===== src/rtl/chess_clock_ctrl_if.sv =====
// Button/expiry inputs and counter-chain control outputs of the chess clock controller.
// The master side is the button/counter fabric; the slave side is the controller.
interface chess_clock_ctrl_if #(
    parameter int MOVE_W = 8
);
    logic              TICK;
    logic              BTN_START;
    logic              BTN_PAUSE;
    logic              BTN_A;
    logic              BTN_B;
    logic              EXP_A;
    logic              EXP_B;
    logic              CE_A;
    logic              CE_B;
    logic              LOAD;
    logic              ACTIVE_A;
    logic              ACTIVE_B;
    logic              FLAG_A;
    logic              FLAG_B;
    logic [MOVE_W-1:0] MOVES;
    logic [2:0]        STATE;

    modport master (
        output TICK, BTN_START, BTN_PAUSE, BTN_A, BTN_B, EXP_A, EXP_B,
        input  CE_A, CE_B, LOAD, ACTIVE_A, ACTIVE_B, FLAG_A, FLAG_B, MOVES, STATE
    );

    modport slave (
        input  TICK, BTN_START, BTN_PAUSE, BTN_A, BTN_B, EXP_A, EXP_B,
        output CE_A, CE_B, LOAD, ACTIVE_A, ACTIVE_B, FLAG_A, FLAG_B, MOVES, STATE
    );
endinterface


===== src/rtl/chess_clock_ctrl.sv =====
// Two-player chess clock game FSM: gates and presets the per-player counter chains,
// tracks turns, detects flag fall and counts completed full moves.
module chess_clock_ctrl #(
    parameter int MOVE_W = 8,
    parameter bit BLINK  = 1'b1
) (
    input logic               CLK,
    input logic               CLR,
    chess_clock_ctrl_if.slave bus
);

    typedef enum logic [2:0] {
        IDLE    = 3'd0,
        RUN_A   = 3'd1,
        RUN_B   = 3'd2,
        PAUSE   = 3'd3,
        TIMEOUT = 3'd4
    } state_t;

    localparam logic [MOVE_W-1:0] MOVES_MAX = '1;

    // Kept as a plain vector so the unused codes 5-7 are representable and recoverable.
    logic [2:0]        state_q;
    logic              side_q;   // whose turn (0=A, 1=B); in TIMEOUT, the loser
    logic              flag_q;   // current phase of the loser's flag
    logic [MOVE_W-1:0] moves_q;

    state_t            nxt_state;
    logic              nxt_side;
    logic              nxt_flag;
    logic [MOVE_W-1:0] nxt_moves;

    // NOTE: every variable gets a default at the top of always_comb so no path infers a latch.
    always_comb begin
        nxt_state = state_t'(state_q);
        nxt_side  = side_q;
        nxt_moves = moves_q;
        nxt_flag  = 1'b0;

        case (state_q)
            IDLE: begin
                if (bus.BTN_START) nxt_state = RUN_A;
            end
            RUN_A: begin
                if (bus.EXP_A) begin
                    nxt_state = TIMEOUT;
                    nxt_side  = 1'b0;
                end else if (bus.BTN_PAUSE) begin
                    nxt_state = PAUSE;
                    nxt_side  = 1'b0;
                end else if (bus.BTN_A) begin
                    nxt_state = RUN_B;
                    nxt_side  = 1'b1;
                end
            end
            RUN_B: begin
                if (bus.EXP_B) begin
                    nxt_state = TIMEOUT;
                    nxt_side  = 1'b1;
                end else if (bus.BTN_PAUSE) begin
                    nxt_state = PAUSE;
                    nxt_side  = 1'b1;
                end else if (bus.BTN_B) begin
                    nxt_state = RUN_A;
                    nxt_side  = 1'b0;
                    if (moves_q != MOVES_MAX) nxt_moves = moves_q + MOVE_W'(1);
                end
            end
            PAUSE: begin
                if (bus.BTN_PAUSE)      nxt_state = IDLE;
                else if (bus.BTN_START) nxt_state = side_q ? RUN_B : RUN_A;
            end
            TIMEOUT: begin
                if (bus.BTN_START) nxt_state = IDLE;
            end
            default: nxt_state = IDLE;
        endcase

        if (nxt_state == IDLE) begin
            nxt_side  = 1'b0;
            nxt_moves = '0;
        end

        // Flag rises on entry; while held in TIMEOUT it optionally blinks with TICK.
        if (nxt_state == TIMEOUT) begin
            if (state_q != TIMEOUT)    nxt_flag = 1'b1;
            else if (BLINK && bus.TICK) nxt_flag = ~flag_q;
            else                        nxt_flag = flag_q;
        end
    end

    // NOTE: sequential state uses non-blocking assignments only, so every register sees pre-edge values.
    always_ff @(posedge CLK) begin
        if (CLR) begin
            state_q      <= IDLE;
            side_q       <= 1'b0;
            flag_q       <= 1'b0;
            moves_q      <= '0;
            bus.STATE    <= IDLE;
            bus.LOAD     <= 1'b1;
            bus.CE_A     <= 1'b0;
            bus.CE_B     <= 1'b0;
            bus.ACTIVE_A <= 1'b0;
            bus.ACTIVE_B <= 1'b0;
            bus.FLAG_A   <= 1'b0;
            bus.FLAG_B   <= 1'b0;
            bus.MOVES    <= '0;
        end else begin
            state_q      <= nxt_state;
            side_q       <= nxt_side;
            flag_q       <= nxt_flag;
            moves_q      <= nxt_moves;
            bus.STATE    <= nxt_state;
            bus.LOAD     <= (nxt_state == IDLE);
            bus.CE_A     <= (nxt_state == RUN_A);
            bus.CE_B     <= (nxt_state == RUN_B);
            bus.ACTIVE_A <= (nxt_state == RUN_A) || ((nxt_state == PAUSE) && !nxt_side);
            bus.ACTIVE_B <= (nxt_state == RUN_B) || ((nxt_state == PAUSE) &&  nxt_side);
            bus.FLAG_A   <= (nxt_state == TIMEOUT) && !nxt_side && nxt_flag;
            bus.FLAG_B   <= (nxt_state == TIMEOUT) &&  nxt_side && nxt_flag;
            bus.MOVES    <= nxt_moves;
        end
    end

endmodule


===== src/flat_wrapper.sv =====
// flat-port wrapper written by rule: the top's interface ports become plain ports
module chess_clock_ctrl_flat 
#(
    parameter int MOVE_W = 8,
    parameter bit BLINK  = 1'b1
)
  (CLK, CLR, bus_TICK, bus_BTN_START, bus_BTN_PAUSE, bus_BTN_A, bus_BTN_B, bus_EXP_A, bus_EXP_B, bus_CE_A, bus_CE_B, bus_LOAD, bus_ACTIVE_A, bus_ACTIVE_B, bus_FLAG_A, bus_FLAG_B, bus_MOVES, bus_STATE);
  chess_clock_ctrl_if #(.MOVE_W(MOVE_W)) bus_i ();
  input logic CLK;
  input logic CLR;
  input wire logic [$bits(bus_i.TICK)-1:0] bus_TICK;
  input wire logic [$bits(bus_i.BTN_START)-1:0] bus_BTN_START;
  input wire logic [$bits(bus_i.BTN_PAUSE)-1:0] bus_BTN_PAUSE;
  input wire logic [$bits(bus_i.BTN_A)-1:0] bus_BTN_A;
  input wire logic [$bits(bus_i.BTN_B)-1:0] bus_BTN_B;
  input wire logic [$bits(bus_i.EXP_A)-1:0] bus_EXP_A;
  input wire logic [$bits(bus_i.EXP_B)-1:0] bus_EXP_B;
  output wire logic [$bits(bus_i.CE_A)-1:0] bus_CE_A;
  output wire logic [$bits(bus_i.CE_B)-1:0] bus_CE_B;
  output wire logic [$bits(bus_i.LOAD)-1:0] bus_LOAD;
  output wire logic [$bits(bus_i.ACTIVE_A)-1:0] bus_ACTIVE_A;
  output wire logic [$bits(bus_i.ACTIVE_B)-1:0] bus_ACTIVE_B;
  output wire logic [$bits(bus_i.FLAG_A)-1:0] bus_FLAG_A;
  output wire logic [$bits(bus_i.FLAG_B)-1:0] bus_FLAG_B;
  output wire logic [$bits(bus_i.MOVES)-1:0] bus_MOVES;
  output wire logic [$bits(bus_i.STATE)-1:0] bus_STATE;
  assign bus_i.TICK = bus_TICK;
  assign bus_i.BTN_START = bus_BTN_START;
  assign bus_i.BTN_PAUSE = bus_BTN_PAUSE;
  assign bus_i.BTN_A = bus_BTN_A;
  assign bus_i.BTN_B = bus_BTN_B;
  assign bus_i.EXP_A = bus_EXP_A;
  assign bus_i.EXP_B = bus_EXP_B;
  assign bus_CE_A = bus_i.CE_A;
  assign bus_CE_B = bus_i.CE_B;
  assign bus_LOAD = bus_i.LOAD;
  assign bus_ACTIVE_A = bus_i.ACTIVE_A;
  assign bus_ACTIVE_B = bus_i.ACTIVE_B;
  assign bus_FLAG_A = bus_i.FLAG_A;
  assign bus_FLAG_B = bus_i.FLAG_B;
  assign bus_MOVES = bus_i.MOVES;
  assign bus_STATE = bus_i.STATE;
  chess_clock_ctrl #(.MOVE_W(MOVE_W), .BLINK(BLINK)) u_core (.CLK(CLK), .CLR(CLR), .bus(bus_i));
endmodule

===== config.mk =====
export PLATFORM = sky130hd
export DESIGN_NAME = chess_clock_ctrl_flat
export DESIGN_NICKNAME = d
export VERILOG_FILES = /design/src/rtl/chess_clock_ctrl_if.sv /design/src/rtl/chess_clock_ctrl.sv /design/src/flat_wrapper.sv
export SDC_FILE = /design/constraint.sdc
export NUM_CORES = 1
export LEC_CHECK = 0
export CAP_MARGIN = 15
export CORE_MARGIN = 1
export CORE_UTILIZATION = 46
export CTS_CLUSTER_DIAMETER = 150
export DETAILED_ROUTE_END_ITERATION = 6
export GPL_ROUTABILITY_DRIVEN = 0
export PLACE_DENSITY = 0.86
export SLEW_MARGIN = 20
export SYNTH_ARGS = -nofsm -noshare
export SYNTH_HDL_FRONTEND = slang
export SYNTH_SLANG_ARGS = --single-unit

===== constraint.sdc =====
create_clock -name CLK -period 1.9 [get_ports CLK]
set_input_delay 0.38 -clock CLK [delete_from_list [all_inputs] [get_ports CLK]]
set_output_delay 0.38 -clock CLK [all_outputs]
set_load 0.1 [all_outputs]

# After elaboration in Yosys (flattened, before gate mapping)
# Cells that the tools add are included.
# op_classes
bitwise	3
n_reduce_logical	13
add_sub_neg	1
n_eq_ne	10
mux	23
# op_table
operator	count
2-to-1 mux 3 bit	10
case mux 3 bit (5 select lines)	1
== test 3 x 2 -> 1 bit (second input constant)	4
2-to-1 mux 1 bit	10
adder 8 x 1 -> 8 bit (second input constant)	1
!= test 8 bit (second input constant)	1
== test 3 x 1 -> 1 bit (second input constant)	2
== test 3 bit (second input constant)	2
logical AND 1 bit	6
zero test 3 bit	2
AND reduction 5 bit	1
!= test 3 bit (second input constant)	1
inverter 1 bit	3
logical OR 1 bit	2
2-to-1 mux 2 bit	1
case mux 1 bit (2 select lines)	1
OR reduction 2 bit	1
zero test 1 bit	1
# word_totals
register_bits	20
out_inout_bits	18
input_bits	9

# Depth between registers and ports, before layout
# Gate-level depths: netlist of the first run.
# logic_depth
depth_word	9
mapped_depth	6
ltp_nobuf	6

# Worst setup path before layout of the first run
# No wires, ideal clock.
# synth_timing
path_kind	flip-flop to flip-flop
startpoint	register, netlist name u_core.bus.STATE[2]
endpoint	register u_core.moves_q[7]
path_stages_with_launch	7
n_path_buf	1
synth_period_minus_slack_ns	2.271
arrival_ns	2.138
slack_ns	-0.371
setup_ns	0.132
path_cell_list	dfxtp_1 > buf_4 > nor4b_4 > o21ai_1 > nand4_2 > o31ai_4 > nor3_2
# synth_rtl
item	line	text
end signal, assigned	chess_clock_ctrl.sv:112	moves_q <= nxt_moves;
end, declared	chess_clock_ctrl.sv:26	logic [MOVE_W-1:0] moves_q;

# Final worst setup path of the first run
# layout_timing
startpoint	input port bus_BTN_START
endpoint	register u_core.bus.FLAG_B
# layout_between
elab_chain_cells	7
# layout_lines
item	line	text
start, declared	flat_wrapper.sv:12	input wire logic [$bits(bus_i.BTN_START)-1:0] bus_BTN_START;
2-to-1 mux 3 bit	chess_clock_ctrl.sv:71	else if (bus.BTN_START) nxt_state = side_q ? RUN_B : RUN_A;
2-to-1 mux 3 bit	chess_clock_ctrl.sv:70	if (bus.BTN_PAUSE) nxt_state = IDLE;
case mux 3 bit (5 select lines) *	chess_clock_ctrl.sv:40	case (state_q)
zero test 3 bit	chess_clock_ctrl.sv:79	if (nxt_state == IDLE) begin
2-to-1 mux 1 bit	chess_clock_ctrl.sv:79	
logical AND 1 bit	chess_clock_ctrl.sv:120	bus.FLAG_B <= (nxt_state == TIMEOUT) && nxt_side && nxt_flag;
logical AND 1 bit *	chess_clock_ctrl.sv:120	
end signal, assigned	chess_clock_ctrl.sv:120	
end, declared	chess_clock_ctrl_if.sv:30	output CE_A, CE_B, LOAD, ACTIVE_A, ACTIVE_B, FLAG_A, FLAG_B, MOVES, STATE
# Mark *: on every way between the ends. The rest lies on a longest branch, timed or not.
# A chain may end at the register's enable or synchronous reset.

==> impl_metrics.py, run 1 <==
metrics = {
    "min_path": {
        "whs_endpoint": "u_core.moves_q[1]$_SDFFE_PP0P_",
        "worst_hold_path_type": "register to register",
        "holdCritStartpoint": "u_core.moves_q[1]$_SDFFE_PP0P_",
        "hold_depth": 2,
    },
    "critical_path": {
        "required_ns": 2.14,
        "startpoint_type": "primary input",
        "crit_fanout": 4,
        "worstSetupStartpoint": "bus_BTN_START",
        "cp.arrival_ns": 1.94,
        "r2r_cells": 6,
        "rr_endpoint": "u_core.moves_q[7]$_SDFFE_PP0P_",
        "r2r_slack_ns": 0.28,
        "r2r_start": "u_core.bus.STATE[0]$_SDFF_PP0_",
        "critPathKind": "primary input to register",
        "endpoint_kind": "register",
    },
    "cells_and_area": {
        "syn_to_final_growth_pct": 45.49,
        "layout_common_cells": "buf_4 (19), nor2_1 (11), dfxtp_1 (10)",
        "final_layout_size_suffix_gt1_share_pct": 33.33,
        "fin_nets": 149,
        "mostFrequentLayoutCell": "buf_4",
        "final_core_utilization_pct": 70.68,
        "final_cells": 165,
        "antenna_cells": 0,
    },
    "yosys": {
        "synth-seq-cells": 20,
        "syn_inst": 103,
        "yosysWarnings": 0,
        "ys.flop_type": "dfxtp_1",
        "async_reset_ff_share_pct": 0,
        "netlist_area_um2": 943.4,
        "synth_top_area_share_pct": 42.44,
        "ys_top_cells_by_area": "dfxtp_1 (42%), xor2_1 (4.6%), nor2_1 (4.4%)",
        "synth_cell_type_count": 34,
        "post_synth.cell_area_avg_um2": 9.159,
        "synth-edff-count": 0,
        "syn_nets": 113,
        "ys_seq_area_share_pct": 42.44,
        "yosysTopAreaCell": "dfxtp_1",
    },
    "timing": {
        "fmax_mhz": 589.9,
        "slew_headroom_pct": 75.48,
        "drv_slew": 0,
        "worst_slew_pin_slew_ns": 0.3628,
        "tns_ns": 0,
        "hold_violations": 0,
        "finalCritPeriodShare_pct": 89.22,
        "rsz0062_at_grt": "no",
        "finalSetupViolCount": 0,
        "finClkSkew_ns": 0.004462,
        "timing.final.crit_period_ns": 1.695,
    },
    "job": {
        "drv_cap": 0,
    },
    "route": {
        "postRouteAntennaNets": 0,
        "wl_per_cell_um": 12.99,
        "drt_iter0_drc": 7,
        "drcViolationCount": 0,
        "routed_wl_um": 2143,
        "drt_first_pass_iters": 3,
        "vias": 878,
        "avgViaCountPerCell": 5.321,
    },
    "clocking": {
        "clockRootBuffer": "clkbuf_4",
        "cts-resized-gates": 0,
        "numCtsBuffers": 3,
        "clk_latency_ns": 0.30,
        "numClockSinks": 20,
        "postCtsSetupBuffers": 0,
        "clkTransAtPathRegs_ns": 0.11,
        "postCtsHoldBufs": 0,
        "cts-htree-levels": 1,
        "cts_tree": "built",
        "cts_max_path_buffers": 2,
    },
    "floorplan": {
        "die_y_um": 47.29,
        "rows": 16,
        "die_w_um": 47.29,
        "core_area_um2": 1942,
        "dieArea_um2": 2236,
        "initial_core_util_pct": 48.58,
        "boundaryPins": 27,
    },
    "pwr": {
        "power.net_switching_uw": 342.3,
        "pwr_density_cell_nw_per_um2": 798.3,
        "peakVddDrop_v": 0.0007297,
        "switching_share_pct": 31.24,
        "p_int_uw": 753.5,
        "combPwrFrac_pct": 26.9,
        "clkPwrFrac_pct": 31.2,
        "power_frac_seq_pct": 42.0,
        "p_leak_nw": 0.5664,
    },
    "global_routing": {
        "grt_busiest_layer": "met2",
        "met3_usage_pct": 6.923,
        "grt_util_met1_pct": 25.00,
        "gr-usage-met2_pct": 36.71,
        "grt_pass1_wl_um": 3346,
        "overflow": 0,
        "antenna_found_initial": 0,
        "grt_max_degree": 13,
        "track_usage_pct": 21.61,
        "grt_pass1_vias": 805,
    },
    "placement": {
        "dp_cells": 161,
        "hpwl_um": 1672,
        "io_buffers": 26,
    },
    "run_status": {
        "status": "finished clean",
    },
}
==> cell usage after synthesis (2+ instances only) <==
cell type / n
nand4_1: 3
buf_4: 2
nand2_1: 7
nand3_1: 7
xor2_1: 5
o21ai_1: 2
nor3_1: 2
a31oi_1: 3
a21oi_1: 4
nor3b_1: 2
nor2_1: 11
o21ai_0: 4
and3_1: 2
and2_1: 2
dfxtp_1: 20
inv_1: 9
==> state kept, by name, indices dropped and copies added (netlist names) <==
signal               cells
u_core.bus.ACTIVE_A      1
u_core.bus.ACTIVE_B      1
u_core.bus.CE_A          1
u_core.bus.CE_B          1
u_core.bus.FLAG_A        1
u_core.bus.FLAG_B        1
u_core.bus.LOAD          1
u_core.bus.STATE         3
u_core.flag_q            1
u_core.moves_q           8
u_core.side_q            1
==> worst max-delay path: stages <==
cell and delay (ns):
clkdlybuf4s50_1 0.47, nor3b_1 0.27, a31oi_1 0.06, o2bb2ai_1 0.32, buf_4 0.18, nand3_1 0.11, nor2_1 0.13
==> cell type report <==
class,instances,area [µm²]
clock buffer,3,22.52
clock inverter,1,30.03
fill,156,569.3
inverter,9,33.78
multi-input combinational,72,494.2
sequential,20,415.4
tap,27,33.78
timing repair buffer,33,342.8
==> power groups by stage <==
stage	Clock, mW	Combinational [mW]	Sequential [mW]
3_3_place_gp	0	0.290	0.469
5_1_grt	0.366	0.309	0.464
3_5_place_dp	0	0.295	0.470
4_1_cts	0.350	0.296	0.460
2_1_floorplan	0	0.0794	0.577
6_report	0.341	0.294	0.460
==> metrics by stage <==
stage          hold slack (ns)  setup WS (ns)  total power, mW  instance area, µm²
2_1_floorplan           0.5909        0.03567           0.6565               958.4
4_1_cts                 0.5167         0.2175            1.106                1373
5_1_grt                 0.5329         0.1246            1.138                1373
3_3_place_gp            0.4555       -0.03316           0.7594                1320
6_report                0.5143         0.2049            1.096                1373
3_5_place_dp            0.4985       -0.09437           0.7649                1320
==> cells by family after synthesis <==
logic type / Yosys count / synth area share, %
xor+xnor: 6 / 5.570
compound gates: 18 / 13.00
fa+ha+maj: 1 / 1.326
flops: 20 / 42.44
buf+inv: 11 / 5.172
simple gates: 46 / 31.43
mux: 1 / 1.061
==> routing by layer <==
layer  routed length [µm]  vias up
met4                   29        0
met5                    0        -
met2                 1129       25
li1                     -      436
met3                   85        4
met1                  899      413
==> worst max-delay path by stage <==
stage                                                 to  slack, ns  cells after the start
after floorplan           u_core.moves_q[7]$_SDFFE_PP0P_       0.04                      6
after global placement    u_core.moves_q[7]$_SDFFE_PP0P_      -0.03                      7
after detailed placement    u_core.bus.FLAG_B$_SDFF_PP0_      -0.09                      7
after CTS                   u_core.bus.FLAG_B$_SDFF_PP0_       0.22                      7
after global routing      u_core.moves_q[7]$_SDFFE_PP0P_       0.12                      7
final                       u_core.bus.FLAG_B$_SDFF_PP0_       0.20                      7
Note: power is estimated with default switching activity, not from simulation.
==> inputs of run 2 (changes only) <==
CORE_UTILIZATION = 50   (was 46)
DONT_BUFFER_PORTS = 1   (was not set)
PLACE_DENSITY = 0.73   (was 0.86)
==> run 2 against run 1 <==
Clock-buffer cell count grew 1. Sequential cell count unchanged. Fmax rose by 5.7%. Core utilization decreased by 5.6 points. Clock power is 42% lower. Clock skew grew 0.0013 ns. Combinational power decreased by 22%. Critical path depth fell by 2. Worst hold slack got worse by 0.21 ns. Worst setup slack improved by 0.091 ns. Power down 19%. Critical path type is now register to register.
==> impl_metrics.py, run 2 (synthesis gave the netlist of run 1 again) <==
metrics = {
    "timing": {
        "fmax_mhz": 623.5,
        "finalCritPeriodShare_pct": 84.41,
        "finClkSkew_ns": 0.005720,
        "drv_slew": 0,
        "worst_slew_pin_slew_ns": 0.5020,
        "rsz0062_at_grt": "no",
        "finalSetupViolCount": 0,
        "timing.final.crit_period_ns": 1.604,
        "hold_violations": 0,
        "slew_headroom_pct": 66.28,
        "tns_ns": 0,
        "setup_slack_ns": 0.2962,
    },
    "job": {
        "drv_cap": 0,
    },
    "clocking": {
        "cts_tree": "built",
        "clkTransAtPathRegs_ns": 0.11,
        "cts-htree-levels": 1,
        "cts-resized-gates": 0,
        "clockRootBuffer": "clkbuf_4",
        "clk_latency_ns": 0.29,
        "postCtsHoldBufs": 0,
        "postCtsSetupBuffers": 0,
        "numCtsBuffers": 3,
        "cts_max_path_buffers": 2,
        "numClockSinks": 20,
    },
    "floorplan": {
        "boundaryPins": 27,
        "rows": 15,
        "die_y_um": 45.44,
        "core_area_um2": 1745,
        "die_w_um": 45.44,
        "initial_core_util_pct": 54.05,
        "dieArea_um2": 2064,
    },
    "critical_path": {
        "cp_slowest_stage_delay_ns": 0.40,
        "crit_slowest_cell": "nor4_4",
        "endpoint_kind": "register",
        "worstPathCellList": "nand3b_1 -> nor4_4 -> nand3_1 -> nor3b_1 -> nor3_2",
        "cp.arrival_ns": 1.78,
        "required_ns": 2.08,
        "crit_fanout": 10,
        "startpoint_type": "register",
        "critPathKind": "register to register",
    },
    "global_routing": {
        "grt_max_degree": 12,
        "antenna_found_initial": 0,
        "grt_pass1_vias": 672,
        "grt_pass1_wl_um": 2842,
        "overflow": 0,
        "track_usage_pct": 19.35,
    },
    "route": {
        "drt_iter0_drc": 13,
        "drcViolationCount": 0,
        "drt_first_pass_iters": 4,
        "avgViaCountPerCell": 5.514,
        "vias": 816,
        "routed_wl_um": 1889,
        "wl_per_cell_um": 12.76,
        "postRouteAntennaNets": 0,
    },
    "placement": {
        "hpwl_um": 1425,
        "pre_cts_slack_ns": 0.3060,
        "io_buffers": 0,
    },
    "cells_and_area": {
        "largest_reg_flops": 8,
        "reg_top3": "u_core.moves_q: 8 flops, u_core.bus.STATE: 3 flops",
        "syn_to_final_growth_pct": 20.42,
        "max_flop_register": "u_core.moves_q",
        "fin_nets": 134,
        "layout_common_cells": "buf_4 (18), nor2_1 (11), dfxtp_1 (10)",
        "mostFrequentLayoutCell": "buf_4",
        "antenna_cells": 0,
        "final_layout_size_suffix_gt1_share_pct": 30.89,
    },
    "pwr": {
        "pwr_density_cell_nw_per_um2": 778.6,
        "p_leak_nw": 0.4670,
        "peakVddDrop_v": 0.0004463,
    },
    "min_path": {
        "worst_hold_path_type": "primary input to register",
    },
    "run_status": {
        "status": "finished clean",
    },
}
## run 2: cell type report
type,count,area (µm²)
Clock buffer,4,26.28
Fill cell,157,609.3
Inverter,9,33.78
Multi-Input combinational cell,72,494.2
Sequential cell,20,415.4
Tap cell,25,31.28
Timing Repair Buffer,18,135.1
## run 2: final timing paths
check | startpoint | endpoint | slack, ns | depth (start not counted)
setup / recovery | u_core.bus.STATE[0]$_SDFF_PP0_ | u_core.moves_q[7]$_SDFFE_PP0P_ | 0.30 | 5
hold / removal | bus_BTN_PAUSE | u_core.moves_q[1]$_SDFFE_PP0P_ | 0.30 | 3
setup reg to reg | u_core.bus.STATE[0]$_SDFF_PP0_ | u_core.moves_q[7]$_SDFFE_PP0P_ | 0.30 | 5
hold reg to reg | u_core.moves_q[2]$_SDFFE_PP0P_ | u_core.moves_q[2]$_SDFFE_PP0P_ | 0.53 | 2
## run 2: report_power, final
group          internal (mW)  switching [mW]  total, mW
clock network         0.0816           0.118      0.199
logic                 0.0520           0.176      0.228
registers              0.438          0.0188      0.457
## run 2: critical path: cells and delay by family, from the launching register on
family | cells | cell delay, ns
simple gates | 5 | 1.10
flops | 1 | 0.38
## run 2: per-layer routing
| layer | global-route usage (%) | share of wire, % |
|---|---|---|
| met1 | 28.86 | 47 |
| met2 | 25.71 | 46 |
| met3 | 3.968 | 6.0 |
| met4 | 10.30 | 0.64 |
| met5 | 0 | 0 |
## run 2: stage by stage
step | instance area [µm²] | utilization, % | std cells | power [mW] | hold WS, ns
after floorplan | 958.4 | - | 103 | 0.6565 | 0.5909
after global placement | 1110 | 63.58 | 144 | 0.6925 | 0.5030
after detailed placement | 1110 | 63.58 | 144 | 0.6937 | 0.5094
after CTS | 1136 | 65.09 | 148 | 0.8891 | 0.3002
after global routing | 1136 | 65.09 | 148 | 0.9260 | 0.3038
final | 1136 | 65.09 | 148 | 0.8845 | 0.3034
